## config.mk

```make
export PLATFORM = sky130hd
export DESIGN_NAME = multicycle_ctrl
export DESIGN_NICKNAME = d
export VERILOG_FILES = /design/src/rtl/multicycle_ctrl.sv
export SDC_FILE = /design/constraint.sdc
export NUM_CORES = 1
export LEC_CHECK = 0
export BUFFER_PORTS_ARGS = -buffer_cell sky130_fd_sc_hd__clkbuf_2
export CORE_UTILIZATION = 49
export CTS_CLUSTER_DIAMETER = 60
export DETAILED_ROUTE_END_ITERATION = 7
export MAX_ROUTING_LAYER = met4
export PLACE_DENSITY = 0.81
export SYNTH_ARGS = -nofsm -noshare
export SYNTH_HDL_FRONTEND = slang
export SYNTH_SLANG_ARGS = --single-unit
```

## constraint.sdc

```tcl
create_clock -name clk -period 3 [get_ports clk]
set_input_delay 0.75 -clock clk [delete_from_list [all_inputs] [get_ports clk]]
set_output_delay 0.75 -clock clk [all_outputs]
set_load 0.1 [all_outputs]
```

## src/rtl/multicycle_ctrl.sv

```systemverilog
// Purpose: main control FSM of the multi-cycle RV32I core (datapath selects, enables, ALU op).
// Latency: 3-5 cycles per instruction with mem_ready held high; outputs are decoded from state.
// Backpressure: FETCH, MEMREAD and MEMWRITE hold while mem_ready=0, one extra cycle per low cycle.
//
// Ports:
//   clk, rst_n                        core clock, async active-low reset
//   opcode, funct3, funct7b5, zero    instruction fields and ALU zero flag
//   mem_ready                         memory completes current access this cycle
//   pc_write, adr_src, mem_write,     datapath enables and mux selects
//   ir_write, result_src, alu_src_a,
//   alu_src_b, imm_src, alu_control,
//   reg_write
//   illegal                           sticky trap indicator (unsupported opcode)
//   state_o                           current state, for debug
module multicycle_ctrl #(
  parameter logic [3:0] RESET_STATE = 4'd0
) (
  input  logic       clk,
  input  logic       rst_n,
  input  logic [6:0] opcode,
  input  logic [2:0] funct3,
  input  logic       funct7b5,
  input  logic       zero,
  input  logic       mem_ready,
  output logic       pc_write,
  output logic       adr_src,
  output logic       mem_write,
  output logic       ir_write,
  output logic [1:0] result_src,
  output logic [1:0] alu_src_a,
  output logic [1:0] alu_src_b,
  output logic [1:0] imm_src,
  output logic [2:0] alu_control,
  output logic       reg_write,
  output logic       illegal,
  output logic [3:0] state_o
);

  typedef enum logic [3:0] {
    FETCH    = 4'd0,
    DECODE   = 4'd1,
    MEMADR   = 4'd2,
    MEMREAD  = 4'd3,
    MEMWB    = 4'd4,
    MEMWRITE = 4'd5,
    EXECR    = 4'd6,
    ALUWB    = 4'd7,
    EXECI    = 4'd8,
    JAL      = 4'd9,
    BRANCH   = 4'd10,
    JALR     = 4'd11,
    JALR_PC  = 4'd12,
    TRAP     = 4'd15
  } state_t;

  localparam logic [6:0] OP_LOAD   = 7'b0000011;
  localparam logic [6:0] OP_STORE  = 7'b0100011;
  localparam logic [6:0] OP_R      = 7'b0110011;
  localparam logic [6:0] OP_I      = 7'b0010011;
  localparam logic [6:0] OP_BRANCH = 7'b1100011;
  localparam logic [6:0] OP_JAL    = 7'b1101111;
  localparam logic [6:0] OP_JALR   = 7'b1100111;

  state_t     state;
  logic [2:0] alu_func;

  always_ff @(posedge clk or negedge rst_n) begin
    if (!rst_n) begin
      state <= state_t'(RESET_STATE);
    end else begin
      case (state)
        FETCH:    if (mem_ready) state <= DECODE;
        DECODE: begin
          case (opcode)
            OP_LOAD, OP_STORE: state <= MEMADR;
            OP_R:              state <= EXECR;
            OP_I:              state <= EXECI;
            OP_BRANCH:         state <= BRANCH;
            OP_JAL:            state <= JAL;
            OP_JALR:           state <= JALR;
            default:           state <= TRAP;
          endcase
        end
        MEMADR:   state <= (opcode == OP_LOAD) ? MEMREAD : MEMWRITE;
        MEMREAD:  if (mem_ready) state <= MEMWB;
        MEMWB:    state <= FETCH;
        MEMWRITE: if (mem_ready) state <= FETCH;
        EXECR:    state <= ALUWB;
        EXECI:    state <= ALUWB;
        ALUWB:    state <= FETCH;
        BRANCH:   state <= FETCH;
        JAL:      state <= ALUWB;
        JALR:     state <= JALR_PC;
        JALR_PC:  state <= ALUWB;
        TRAP:     state <= TRAP;
        // 13 and 14 are not real states; fall into the trap.
        default:  state <= TRAP;
      endcase
    end
  end

  // Function-class ALU op shared by EXECR and EXECI; only R-type honours
  // funct7b5 so that addi with a negative immediate is not turned into sub.
  always_comb begin
    alu_func = 3'b000;
    case (funct3)
      3'b000:  alu_func = (opcode == OP_R && funct7b5) ? 3'b001 : 3'b000;
      3'b010:  alu_func = 3'b101;
      3'b110:  alu_func = 3'b011;
      3'b111:  alu_func = 3'b010;
      default: alu_func = 3'b000;
    endcase
  end

  always_comb begin
    pc_write    = 1'b0;
    adr_src     = 1'b0;
    mem_write   = 1'b0;
    ir_write    = 1'b0;
    result_src  = 2'b00;
    alu_src_a   = 2'b00;
    alu_src_b   = 2'b00;
    alu_control = 3'b000;
    reg_write   = 1'b0;
    illegal     = 1'b0;

    case (opcode)
      OP_LOAD, OP_JALR, OP_I: imm_src = 2'b00;
      OP_STORE:               imm_src = 2'b01;
      OP_BRANCH:              imm_src = 2'b10;
      OP_JAL:                 imm_src = 2'b11;
      default:                imm_src = 2'b00;
    endcase

    case (state)
      FETCH: begin
        pc_write   = mem_ready;
        ir_write   = mem_ready;
        alu_src_b  = 2'b10;
        result_src = 2'b10;
      end
      DECODE: begin
        alu_src_a = 2'b01;
        alu_src_b = 2'b01;
      end
      MEMADR: begin
        alu_src_a = 2'b10;
        alu_src_b = 2'b01;
      end
      MEMREAD:  adr_src = 1'b1;
      MEMWB: begin
        result_src = 2'b01;
        reg_write  = 1'b1;
      end
      MEMWRITE: begin
        adr_src   = 1'b1;
        mem_write = 1'b1;
      end
      EXECR: begin
        alu_src_a   = 2'b10;
        alu_control = alu_func;
      end
      EXECI: begin
        alu_src_a   = 2'b10;
        alu_src_b   = 2'b01;
        alu_control = alu_func;
      end
      ALUWB:    reg_write = 1'b1;
      BRANCH: begin
        alu_src_a   = 2'b10;
        alu_control = 3'b001;
        case (funct3)
          3'b000:  pc_write = zero;
          3'b001:  pc_write = ~zero;
          default: pc_write = 1'b0;
        endcase
      end
      JAL, JALR_PC: begin
        alu_src_a = 2'b01;
        alu_src_b = 2'b10;
        pc_write  = 1'b1;
      end
      JALR: begin
        alu_src_a = 2'b10;
        alu_src_b = 2'b01;
      end
      TRAP:     illegal = 1'b1;
      default:  ;
    endcase
  end

  assign state_o = state;

endmodule

```

==> After elaboration in Yosys (flattened, before gate mapping) <==
Cells that the tools add are included.
{ "totals": {"ff_bits": 4, "input_bits": 15, "out_inout_bits": 21, "word_cells": 64} }
{ "op_classes": {"eq_ne": 27, "mux": 20, "bitwise": 1, "reduce_logical": 15} }
{ "ops": {"columns": ["op", "n"], "rows": [
  ["4-bit case mux with 8 select lines", 1],
  ["4-bit equality test, second input constant", 6],
  ["4-bit case mux with 6 select lines", 1],
  ["7-bit equality test, second input constant", 3],
  ["4-bit by 3-bit equality test with 1-bit output, second input constant", 4],
  ["7-bit by 6-bit equality test with 1-bit output, second input constant", 2],
  ["4-bit two-way mux", 3],
  ["2-bit case mux with 2 select lines", 3],
  ["3-bit case mux with 4 select lines", 1],
  ["2-bit OR reduction", 5],
  ["3-bit OR reduction", 3],
  ["4-bit by 2-bit equality test with 1-bit output, second input constant", 2],
  ["4-bit OR reduction", 2],
  ["7-bit by 2-bit equality test with 1-bit output, second input constant", 1],
  ["7-bit by 5-bit equality test with 1-bit output, second input constant", 1],
  ["3-bit equality test, second input constant", 2],
  ["1-bit two-way mux", 6],
  ["2-bit inequality test, second input constant", 3],
  ["2-bit case mux with 3 select lines", 1],
  ["3-bit case mux with 2 select lines", 1],
  ["5-bit OR reduction", 1],
  ["4-bit by 1-bit equality test with 1-bit output, second input constant", 1],
  ["4-bit zero test", 1],
  ["3-bit by 1-bit equality test with 1-bit output, second input constant", 1],
  ["other kinds (8)", 8]
]} }

==> Depth between registers and ports, before layout <==
{ "depth": {"ltp_word": 5, "ltp_mapped": 6, "mapped_depth_nobuf": 4} }

==> Worst setup path before layout <==
Ideal clock, no wire load.
{ "synth_timing": {"path_type": "register -> output", "startpoint": "reg state[2], in the netlist state_o[2]", "endpoint": "out alu_control[2]", "t_arrival_ps": 4345, "required_time_ps": 2250, "path_slack_ps": -2095, "path_stages_with_launch": 5, "path_buffers": 1, "path_cell_list": "dfrtp_1 buf_2 and2b_1 a21oi_1 nor4_1"} }
{ "synth_between": {"elab_chain_len": 3, "word_cells_on_any_way": 5, "classes_between": "eq/ne (3); mux (1); reduce/logical (1)"} }
{ "synth_rtl": {"columns": ["element", "line", "source"], "rows": [
  ["start: declaration", "64", "state_t state;"],
  ["start signal: assignment", "69", "state <= state_t'(RESET_STATE);"],
  ["start signal: assignment", "84", "MEMADR: state <= (opcode == OP_LOAD) ? MEMREAD : MEMWRITE;"],
  ["4-bit equality test or 4-bit by 3-bit equality test with 1-bit output (tied branches)", "135", "case (state)"],
  ["2-bit OR reduction (no line)", null, null],
  ["3-bit case mux with 2 select lines (*)", "135", null],
  ["end: declaration", "33", "output logic [2:0] alu_control,"]
]} }
Mark *: on every way between the ends. The rest lies on a longest branch, timed or not.

==> Worst setup path in the final report <==
{ "layout_timing": {"startpoint": "in opcode[2]", "endpoint": "out alu_control[0]"} }
{ "layout_between": {"elab_chain_len": 5} }
{ "layout_rtl": {"columns": ["element", "line", "source"], "rows": [
  ["start: declaration", "20", "input logic [6:0] opcode,"],
  ["7-bit by 6-bit equality test with 1-bit output", "107", "3'b000: alu_func = (opcode == OP_R && funct7b5) ? 3'b001 : 3'b000;"],
  ["1-bit logical AND", "107", null],
  ["1-bit two-way mux", "107", null],
  ["3-bit case mux with 4 select lines", "106", "case (funct3)"],
  ["3-bit case mux with 2 select lines", "135", null]
]} }
Every way passes these cells.

==> results.py <==
metrics = {
    "run_status": {
        "status": "completed",
    },
    "cts": {
        "cts_resized": 0,
        "cts_max_path_buffers": 2,
        "cts_hold_buf": 0,
        "cts_tree": "built",
        "postCtsSetupRepairBufs": 0,
        "numCtsBuffers": 3,
        "insertion_delay_ns": 0.25,
        "cts-root-buf": "clkbuf_4",
        "clock_sinks": 4,
        "clkTransAtPathRegs_ns": 0.04,
        "htreeDepth": 1,
    },
    "global_route": {
        "grt_pass1_wl_um": 3629,
        "grt_max_degree": 17,
        "antenna_found_initial": 0,
        "grt_util_all_layers_pct": 27.04,
        "grt_pass1_vias": 836,
        "overflow": 0,
    },
    "critical_path": {
        "critPathKind": "primary input to output pin",
        "rr_endpoint": "state_o[1]",
        "critPathArrivalTime_ns": 2.03,
        "r2r_start": "state_o[0]",
        "rr_worst_depth": 4,
        "critPathRequiredTime_ns": 2.25,
        "cp-start-kind": "primary input",
        "crit_fanout": 7,
        "endpoint_kind": "output pin",
        "reg2reg_setup_slack_ns": 1.39,
    },
    "drt": {
        "wl_met2_um": 1026,
        "drc_errors": 0,
        "wl_per_cell_um": 13.63,
        "final_antenna_net_count": 0,
        "top_layer": "met4",
        "routed_via_density": 6.137,
        "vias": 988,
        "drt_iter0_drc": 30,
        "drt-pass1-iter-count": 4,
        "wirelength_met1_um": 956,
        "wl_um": 2194,
        "wl_met3_um": 172,
    },
    "yosys": {
        "seq_area_frac_synth_pct": 13.01,
        "yosysUniqueCellTypes": 44,
        "syn_inst": 114,
        "synth_nets": 129,
        "ys_ff_latch": 4,
        "synth.cell_area_um2": 769.5,
        "ys_async_sr_fraction_pct": 100.0,
        "synth_edf_count": 0,
        "synthFlopType": "dfrtp_1",
        "syn_avg_cell_area_um2": 6.750,
        "synth_warnings": 0,
    },
    "placement": {
        "placed_cell_area_mm2": 0.001132,
        "preCtsSetupSlack_ns": 0.2068,
        "io_buffers": 35,
        "hpwl_um": 1698,
        "place_congestion": 0.8782,
    },
    "sta": {
        "worst_slack_ns": 0.2193,
        "max_clock_freq_mhz": 359.6,
        "final.setup_skew_ns": 0.001751,
        "holdWs_ns": 0.3037,
        "slew_viol_final": 0,
        "rsz0062_at_grt": "false",
        "slew_headroom_pct": 63.69,
        "period_minus_slack_ns": 2.781,
        "setup_viol": 0,
        "fin_crit_sh_pct": 92.69,
        "hold_viol": 0,
        "worstMarginPinSlew_ns": 0.5470,
    },
    "floorplanning": {
        "die_x_um": 41.63,
        "die-area_mm2": 0.001733,
        "ios": 36,
        "fp.dieH_um": 41.63,
        "fp-row-count": 13,
        "start_util_pct": 55.66,
        "core_mm2": 0.001383,
    },
    "finish": {
        "multi_input_area_um2": 757.0,
        "stdcell_area_mm2": 0.001155,
        "largest_reg_flops": 4,
        "area_delta_synth_final_pct": 50.08,
        "fin_nets": 163,
        "antenna_cells": 0,
        "drive_gt1_share_pct": 44.52,
        "ff_latch_area_um2": 105.1,
        "fill_cells": 93,
    },
    "worst_hold_path": {
        "worstHoldPathType": "primary input to asynchronous set/reset pin",
    },
    "job": {
        "max_cap_violations": 0,
    },
}
-- per-layer routing --
layer,vias to the layer above,GRT usage (%)
met5,-,-
met4,0,8.387
met3,4,7.391
met2,49,40.00
met1,445,35.73
li1,490,-
-- cell usage after synthesis, drive strengths merged (2+ instances only) --
cell / number / share of area [%]
buf: 8 / 5.0
o22ai: 2 / 1.6
dfrtp: 4 / 13
nand4: 2 / 1.6
nor3: 11 / 7.2
or2: 2 / 1.6
nor2: 10 / 4.9
or3: 2 / 1.6
a21oi: 8 / 5.2
nor2b: 3 / 2.8
a211oi: 2 / 2.0
a2111oi: 2 / 3.3
nand2: 12 / 5.9
nand2b: 6 / 4.9
xor2: 2 / 2.3
o311a: 2 / 2.6
xnor2: 2 / 2.3
nand3: 2 / 1.3
and3: 2 / 1.6
inv: 5 / 2.4
nor4: 2 / 1.6
o31ai: 3 / 2.9
o21ai: 3 / 2.0
-- cell usage in the layout (no fill, tap or decap), types with 3 or more instances in the layout --
master,instances
clkbuf_4,3
nor3_4,5
nand2_1,11
buf_4,5
nor3_1,5
dfrtp_2,4
a21oi_1,7
clkbuf_2,31
nand2b_1,6
inv_1,5
nor2_1,6
-- per-stage QoR --
step / instances / TNS [ns] / util [%]
after global routing: 161 / 0 / 83.53
after floorplan: 114 / -0.1695 / -
after global placement: 158 / 0 / 81.90
after CTS: 161 / 0 / 83.53
final: 161 / 0 / 83.53
after detailed placement: 158 / 0 / 81.90
-- critical path, stage by stage --
cell and delay, ns:
clkbuf_2 0.12, nand4bb_4 0.30, nor3_1 0.29, a31oi_1 0.18
o22ai_4 0.18, buf_12 0.20
-- logic make-up after synthesis --
kind of cell	share of synthesized area (%)
compound gates	26.83
buf+inv	7.966
simple gates	44.88
mux	1.463
fa+ha+maj	1.301
xor+xnor	4.554
flops	13.01
-- worst max path at each step --
stage	startpoint	end	depth (start not counted)
after floorplan	state_o[2]	alu_control[2]	5
after global placement	opcode[2]	alu_control[0]	6
after detailed placement	opcode[2]	alu_control[0]	6
after CTS	opcode[2]	alu_control[0]	6
after global routing	opcode[2]	alu_control[0]	6
final	opcode[2]	alu_control[0]	6
-- final cells by class --
| type | count | share of cell area, % |
|---|---|---|
| multi-input cells | 96 | 65.55 |
| repair buffers | 38 | 20.15 |
| flip-flops and latches | 4 | 9.101 |
| clock buffers | 3 | 1.950 |
| inverters | 5 | 1.625 |
| well taps | 15 | 1.625 |
Power is left out: the tool's default activity adds up to more than one toggle a clock period on the data nets, which glitch-free logic cannot reach.
